<file path="src/rtl/mssd_param.sv">
// mssd_param: parametrised multi-port serial splitter/demultiplexer.
// Parses frames on serIn (start bit 0, PORT_W address bits, LEN_W length bits n,
// n payload bits, optional even-parity bit; every field MSB first) and presents
// each payload bit on out[activePort] in the same cycle it appears on serIn.
// Ports:
//   clk        - clock, rising edge
//   rst        - asynchronous active-low reset
//   serIn      - serial line, idles high
//   error      - one-cycle pulse, parity mismatch on the frame just completed
//   validOut   - high while a payload bit is on out
//   activePort - address of the current/last frame
//   out        - one-hot-masked payload bit (NPORT wide)
//   frameDone  - one-cycle pulse after the final bit of a frame
//   busy       - high whenever the parser is not idle
module mssd_param #(
    parameter int unsigned PORT_W    = 2,
    parameter int unsigned LEN_W     = 4,
    parameter int unsigned PARITY_EN = 1
) (
    input  logic                     clk,
    input  logic                     rst,
    input  logic                     serIn,
    output logic                     error,
    output logic                     validOut,
    output logic [PORT_W-1:0]        activePort,
    output logic [(2**PORT_W)-1:0]   out,
    output logic                     frameDone,
    output logic                     busy
);

    localparam int unsigned SHW = (PORT_W > LEN_W) ? PORT_W : LEN_W;

    typedef enum logic [2:0] {
        IDLE = 3'd0,
        PORT = 3'd1,
        LEN  = 3'd2,
        DATA = 3'd3,
        PAR  = 3'd4
    } state_t;

    state_t             state_q, state_d;
    logic [SHW-1:0]     cnt_q, cnt_d;
    logic [SHW-1:0]     shreg_q, shreg_d;
    logic [LEN_W-1:0]   rem_q, rem_d;
    logic               par_q, par_d;
    logic [PORT_W-1:0]  ap_q, ap_d;
    logic               done_q, done_d;
    logic               err_q, err_d;
    logic               busy_q, busy_d;

    logic [SHW-1:0]     shift_nxt;
    logic [LEN_W-1:0]   len_nxt;
    logic               par_nxt;

    // Next-state, field shifting and running parity
    always_comb begin
        state_d   = state_q;
        cnt_d     = cnt_q;
        shreg_d   = shreg_q;
        rem_d     = rem_q;
        par_d     = par_q;
        ap_d      = ap_q;
        done_d    = 1'b0;
        err_d     = 1'b0;

        // Truncating cast keeps the newest SHW bits, so the low bits hold the field
        shift_nxt = SHW'({shreg_q, serIn});
        len_nxt   = shift_nxt[LEN_W-1:0];
        par_nxt   = par_q ^ serIn;

        case (state_q)
            IDLE: begin
                if (!serIn) begin
                    state_d = PORT;
                    cnt_d   = '0;
                    par_d   = 1'b0;
                end
            end
            PORT: begin
                shreg_d = shift_nxt;
                par_d   = par_nxt;
                if (cnt_q == SHW'(PORT_W - 1)) begin
                    ap_d    = shift_nxt[PORT_W-1:0];
                    cnt_d   = '0;
                    state_d = LEN;
                end else begin
                    cnt_d = cnt_q + SHW'(1);
                end
            end
            LEN: begin
                shreg_d = shift_nxt;
                par_d   = par_nxt;
                if (cnt_q == SHW'(LEN_W - 1)) begin
                    cnt_d = '0;
                    if (len_nxt != '0) begin
                        rem_d   = len_nxt;
                        state_d = DATA;
                    end else if (PARITY_EN != 0) begin
                        state_d = PAR;
                    end else begin
                        state_d = IDLE;
                        done_d  = 1'b1;
                    end
                end else begin
                    cnt_d = cnt_q + SHW'(1);
                end
            end
            DATA: begin
                par_d = par_nxt;
                rem_d = rem_q - LEN_W'(1);
                if (rem_q == LEN_W'(1)) begin
                    if (PARITY_EN != 0) begin
                        state_d = PAR;
                    end else begin
                        state_d = IDLE;
                        done_d  = 1'b1;
                    end
                end
            end
            PAR: begin
                // Even parity over address, length, payload and parity bit
                par_d   = par_nxt;
                state_d = IDLE;
                done_d  = 1'b1;
                err_d   = (PARITY_EN != 0) && par_nxt;
            end
            default: begin
                state_d = IDLE;
            end
        endcase

        busy_d = (state_d != IDLE);
    end

    // State and registered outputs
    always_ff @(posedge clk or negedge rst) begin
        if (!rst) begin
            state_q <= IDLE;
            cnt_q   <= '0;
            shreg_q <= '0;
            rem_q   <= '0;
            par_q   <= 1'b0;
            ap_q    <= '0;
            done_q  <= 1'b0;
            err_q   <= 1'b0;
            busy_q  <= 1'b0;
        end else begin
            state_q <= state_d;
            cnt_q   <= cnt_d;
            shreg_q <= shreg_d;
            rem_q   <= rem_d;
            par_q   <= par_d;
            ap_q    <= ap_d;
            done_q  <= done_d;
            err_q   <= err_d;
            busy_q  <= busy_d;
        end
    end

    // Zero-latency payload routing
    always_comb begin
        out = '0;
        if (state_q == DATA) begin
            out[ap_q] = serIn;
        end
    end

    assign validOut   = (state_q == DATA);
    assign activePort = ap_q;
    assign frameDone  = done_q;
    assign error      = err_q;
    assign busy       = busy_q;

endmodule

</file>
<file path="config.mk">
export PLATFORM = sky130hd
export DESIGN_NAME = mssd_param
export DESIGN_NICKNAME = d
export VERILOG_FILES = /design/src/rtl/mssd_param.sv
export SDC_FILE = /design/constraint.sdc
export NUM_CORES = 1
export LEC_CHECK = 0
export CELL_PAD_IN_SITES_DETAIL_PLACEMENT = 0
export CELL_PAD_IN_SITES_GLOBAL_PLACEMENT = 2
export CORE_ASPECT_RATIO = 1.25
export CORE_MARGIN = 5
export CORE_UTILIZATION = 31
export CTS_CLUSTER_SIZE = 28
export DETAILED_ROUTE_END_ITERATION = 10
export GPL_TIMING_DRIVEN = 0
export PLACE_DENSITY = 0.78
export SLEW_MARGIN = 30
export SYNTH_ARGS = -nofsm -noshare
export SYNTH_HDL_FRONTEND = slang
export SYNTH_SLANG_ARGS = --single-unit
</file>
<file path="constraint.sdc">
create_clock -name clk -period 1.9 [get_ports clk]
set_clock_uncertainty 0.1 [all_clocks]
set_input_delay 0.38 -clock clk [delete_from_list [all_inputs] [get_ports clk]]
set_output_delay 0.38 -clock clk [all_outputs]
set_load 0.1 [all_outputs]
</file>
==> impl_metrics.json <==
{
  "cts_buffer_depth": 2,
  "final_cell_mix": "19 x dfrtp_1, 13 x nor2_1, 9 x buf_4, 6 x nand2_1",
  "max-vdd-ir-drop_uv": 1070,
  "grt_max_degree": 21,
  "outcome": "finished, violations left",
  "yosysWarnings": 0,
  "arrival_ps": 1520,
  "clock_latency_ps": 260,
  "grt.overflow.total": 0,
  "synth_edf_count": 0,
  "clock-root-buffer": "clkbuf_8",
  "drive_gt1_share_pct": 32.19,
  "htreeDepth": 1,
  "cp-end-kind": "output port",
  "fin_util_pct": 44.94,
  "worst_setup_path_start_kind": "register",
  "slew_headroom_pct": 63.51,
  "cts_tree": "yes",
  "power_leakage_nw": 0.6935,
  "swShare_pct": 47.31,
  "cp.required_ps": 1420,
  "grt_pass1_wl_um": 4899,
  "initial_utilization_pct": 32.51,
  "path_clk_slew_ps": 90,
  "grt_antenna_before_repair": 0,
  "drv_cap": 0,
  "synthCells": 121,
  "cts.sinks": 20,
  "synthAdderAreaFrac_pct": 4.381,
  "synthSimpleGateAreaFrac_pct": 25.08,
  "dp_hpwl_um": 2047,
  "synth-xor-area-share_pct": 1.533,
  "layout.nets": 154,
  "fin_crit_ps": 1998,
  "std_cell_rows": 24,
  "synth_area_mm2": 0.001142,
  "diodes": 0,
  "fillCellCount": 344,
  "drc": 0,
  "syn_nets": 128,
  "async_flop_share_pct": 100.0,
  "vias": 1002,
  "syn_area_per_cell_um2": 9.441,
  "portBuffers": 12,
  "grt_usage_pct": 12.07,
  "dp_cells": 172,
  "rsz0062_at_grt": "yes",
  "synth_compound_gate_area_share_pct": 16.43,
  "final-hold-violation-count": 0,
  "core_mm2": 0.003513,
  "synth_seq_area_share_pct": 43.81,
  "violations": "negative setup slack",
  "drt-total-wl_um": 2830,
  "fin_area_mm2": 0.001579,
  "clkPwrFrac_pct": 14.4,
  "path_max_fanout": 6,
  "layout_setup_ws_ps": -98.20,
  "grt_pass1_vias": 995,
  "powerDensity_mw_per_mm2": 1908,
  "worst_slew_pin_slew_ps": 550.0,
  "dieHeight_um": 77.87,
  "hold_class": "reg2reg",
  "p_comb_share_pct": 58.0,
  "final_common_cell": "dfrtp_1",
  "internal_power_mw": 1.587,
  "drt_iter0_drc": 36,
  "layoutNonFillerInstCount": 185,
  "wire_per_inst_um": 15.30,
  "syn2layout_area_growth_pct": 38.23,
  "critical_path_class": "reg2out",
  "ant_nets": 0,
  "fin_crit_sh_pct": 105.2,
  "ios": 13,
  "vias_per_cell": 5.416,
  "max_freq_mhz": 500.5,
  "pwr-share-seq_pct": 27.6,
  "setup_viol": 4,
  "place.gp.congestion": 0.7259,
  "dr.pass1.iters": 4,
  "dieArea_mm2": 0.005007,
  "die_w_um": 64.30,
  "synth_top_family_by_area": "simple AND/OR/NAND/NOR gates",
  "synthDistinctLibCells": 40,
  "drv_slew": 0,
  "cts_buffers": 3,
  "synthMuxAreaShare_pct": 4.929,
  "place_area_mm2": 0.001374,
  "ys_ff_latch": 20,
  "synthFlopType": "dfrtp_1",
  "p_sw_mw": 1.425
}
## flip-flops by register name, indices dropped and copies added, names as in the netlist
name and count:
error 1, busy 1, cnt_q 4, state_q 3, rem_q 4, par_q 1
shreg_q 3, frameDone 1, activePort 2
## cells by family after synthesis
group	Yosys count
and+or+nand+nor	53
AOI/OAI and AO/OA	26
DFF	20
buffers and inverters	11
muxes	5
adders and majority gates	4
xor gates and xnor gates	2
## power groups by stage
| stage | clock, mW | sequential, mW | combinational [mW] |
|---|---|---|---|
| 6_report | 0.435 | 0.831 | 1.75 |
| 5_1_grt | 0.469 | 0.860 | 1.89 |
| 4_1_cts | 0.446 | 0.820 | 1.75 |
| 3_5_place_dp | 0 | 0.841 | 1.60 |
| 3_3_place_gp | 0 | 0.827 | 1.59 |
| 2_1_floorplan | 0 | 1.01 | 1.08 |
## synth_stat cells (2+ instances only)
library cell  number  area share, %
nor2_1            15            4.9
inv_1              5            1.6
clkbuf_1           4            1.3
nand3_1            4            1.8
nand2b_1           4            2.2
buf_2              2           0.88
o21ai_0            5            2.2
a211o_1            2            1.5
o22ai_1            2            1.1
a211oi_1           2            1.3
mux2_2             5            4.9
nor3_1             2           0.88
nor4_1             2            1.1
ha_1               4            4.4
a22o_1             2            1.5
or3_1              2            1.1
dfrtp_1           20             44
nor3b_1            5            3.3
a21oi_1            4            1.8
nand2_1            7            2.3
and3_1             4            2.2
## critical path: stages, from the launching register on
cell      delay (ps)
dfrtp_2          400
nand2b_4         180
nor2_4           170
nand2_4          100
nor3b_4          220
buf_12           200
## path summary, 6_finish.rpt
path / end / cells past startpoint / slack [ps] / startpoint
worst min-delay path: shreg_q[2] / 1 / 480 / shreg_q[2]
worst min register to register: shreg_q[2] / 1 / 480 / shreg_q[2]
worst max-delay path: out[2] / 5 / -100 / state_q[2]
min in group asynchronous: rem_q[2] / 2 / 500 / rst
max in group asynchronous: state_q[2] / 2 / 840 / rst
worst max register to register: rem_q[2] / 5 / 40 / cnt_q[0]
## what timing repair did
action / CTS / global route
buffers inserted: 8 / 0
hold buffers: 0 / 1
endpoints found under the hold margin: 0 / 12
pin swaps: 4 / 4
gates resized for setup: 64 / 8
endpoints found under the setup margin: 13 / 11
## metal layers
layer	wire length, um	GRT usage, %	up-vias
met5	0	0	-
met4	19	3.666	0
met3	50	2.457	2
met2	1502	20.62	4
met1	1258	15.06	501
li1	-	-	495
## layout make-up
cell class / count / area [um^2] / share of cell area, %
timing repair buffer: 21 / 214.0 / 13.55
buffer: 6 / 41.29 / 2.615
clock buffer: 3 / 41.29 / 2.615
tap: 39 / 48.80 / 3.090
inverter: 5 / 22.52 / 1.426
sequential: 20 / 501.7 / 31.78
multi-input combinational: 90 / 679.4 / 43.03
clock inverter: 1 / 30.03 / 1.902
## per-stage QoR
step | setup TNS (ps) | power [mW] | hold WS, ps | setup WS (ps)
detailed placement | -8221 | 2.444 | 441.3 | -1365
floorplan | -2499 | 2.083 | -15.59 | -747.2
finish | -257.2 | 3.012 | 483.1 | -98.20
global route | -568.0 | 3.221 | 497.7 | -173.9
CTS | -382.0 | 3.015 | 465.0 | -119.4
global placement | -7921 | 2.412 | 428.7 | -1346
No activity file was read; power rests on OpenSTA's default activity.
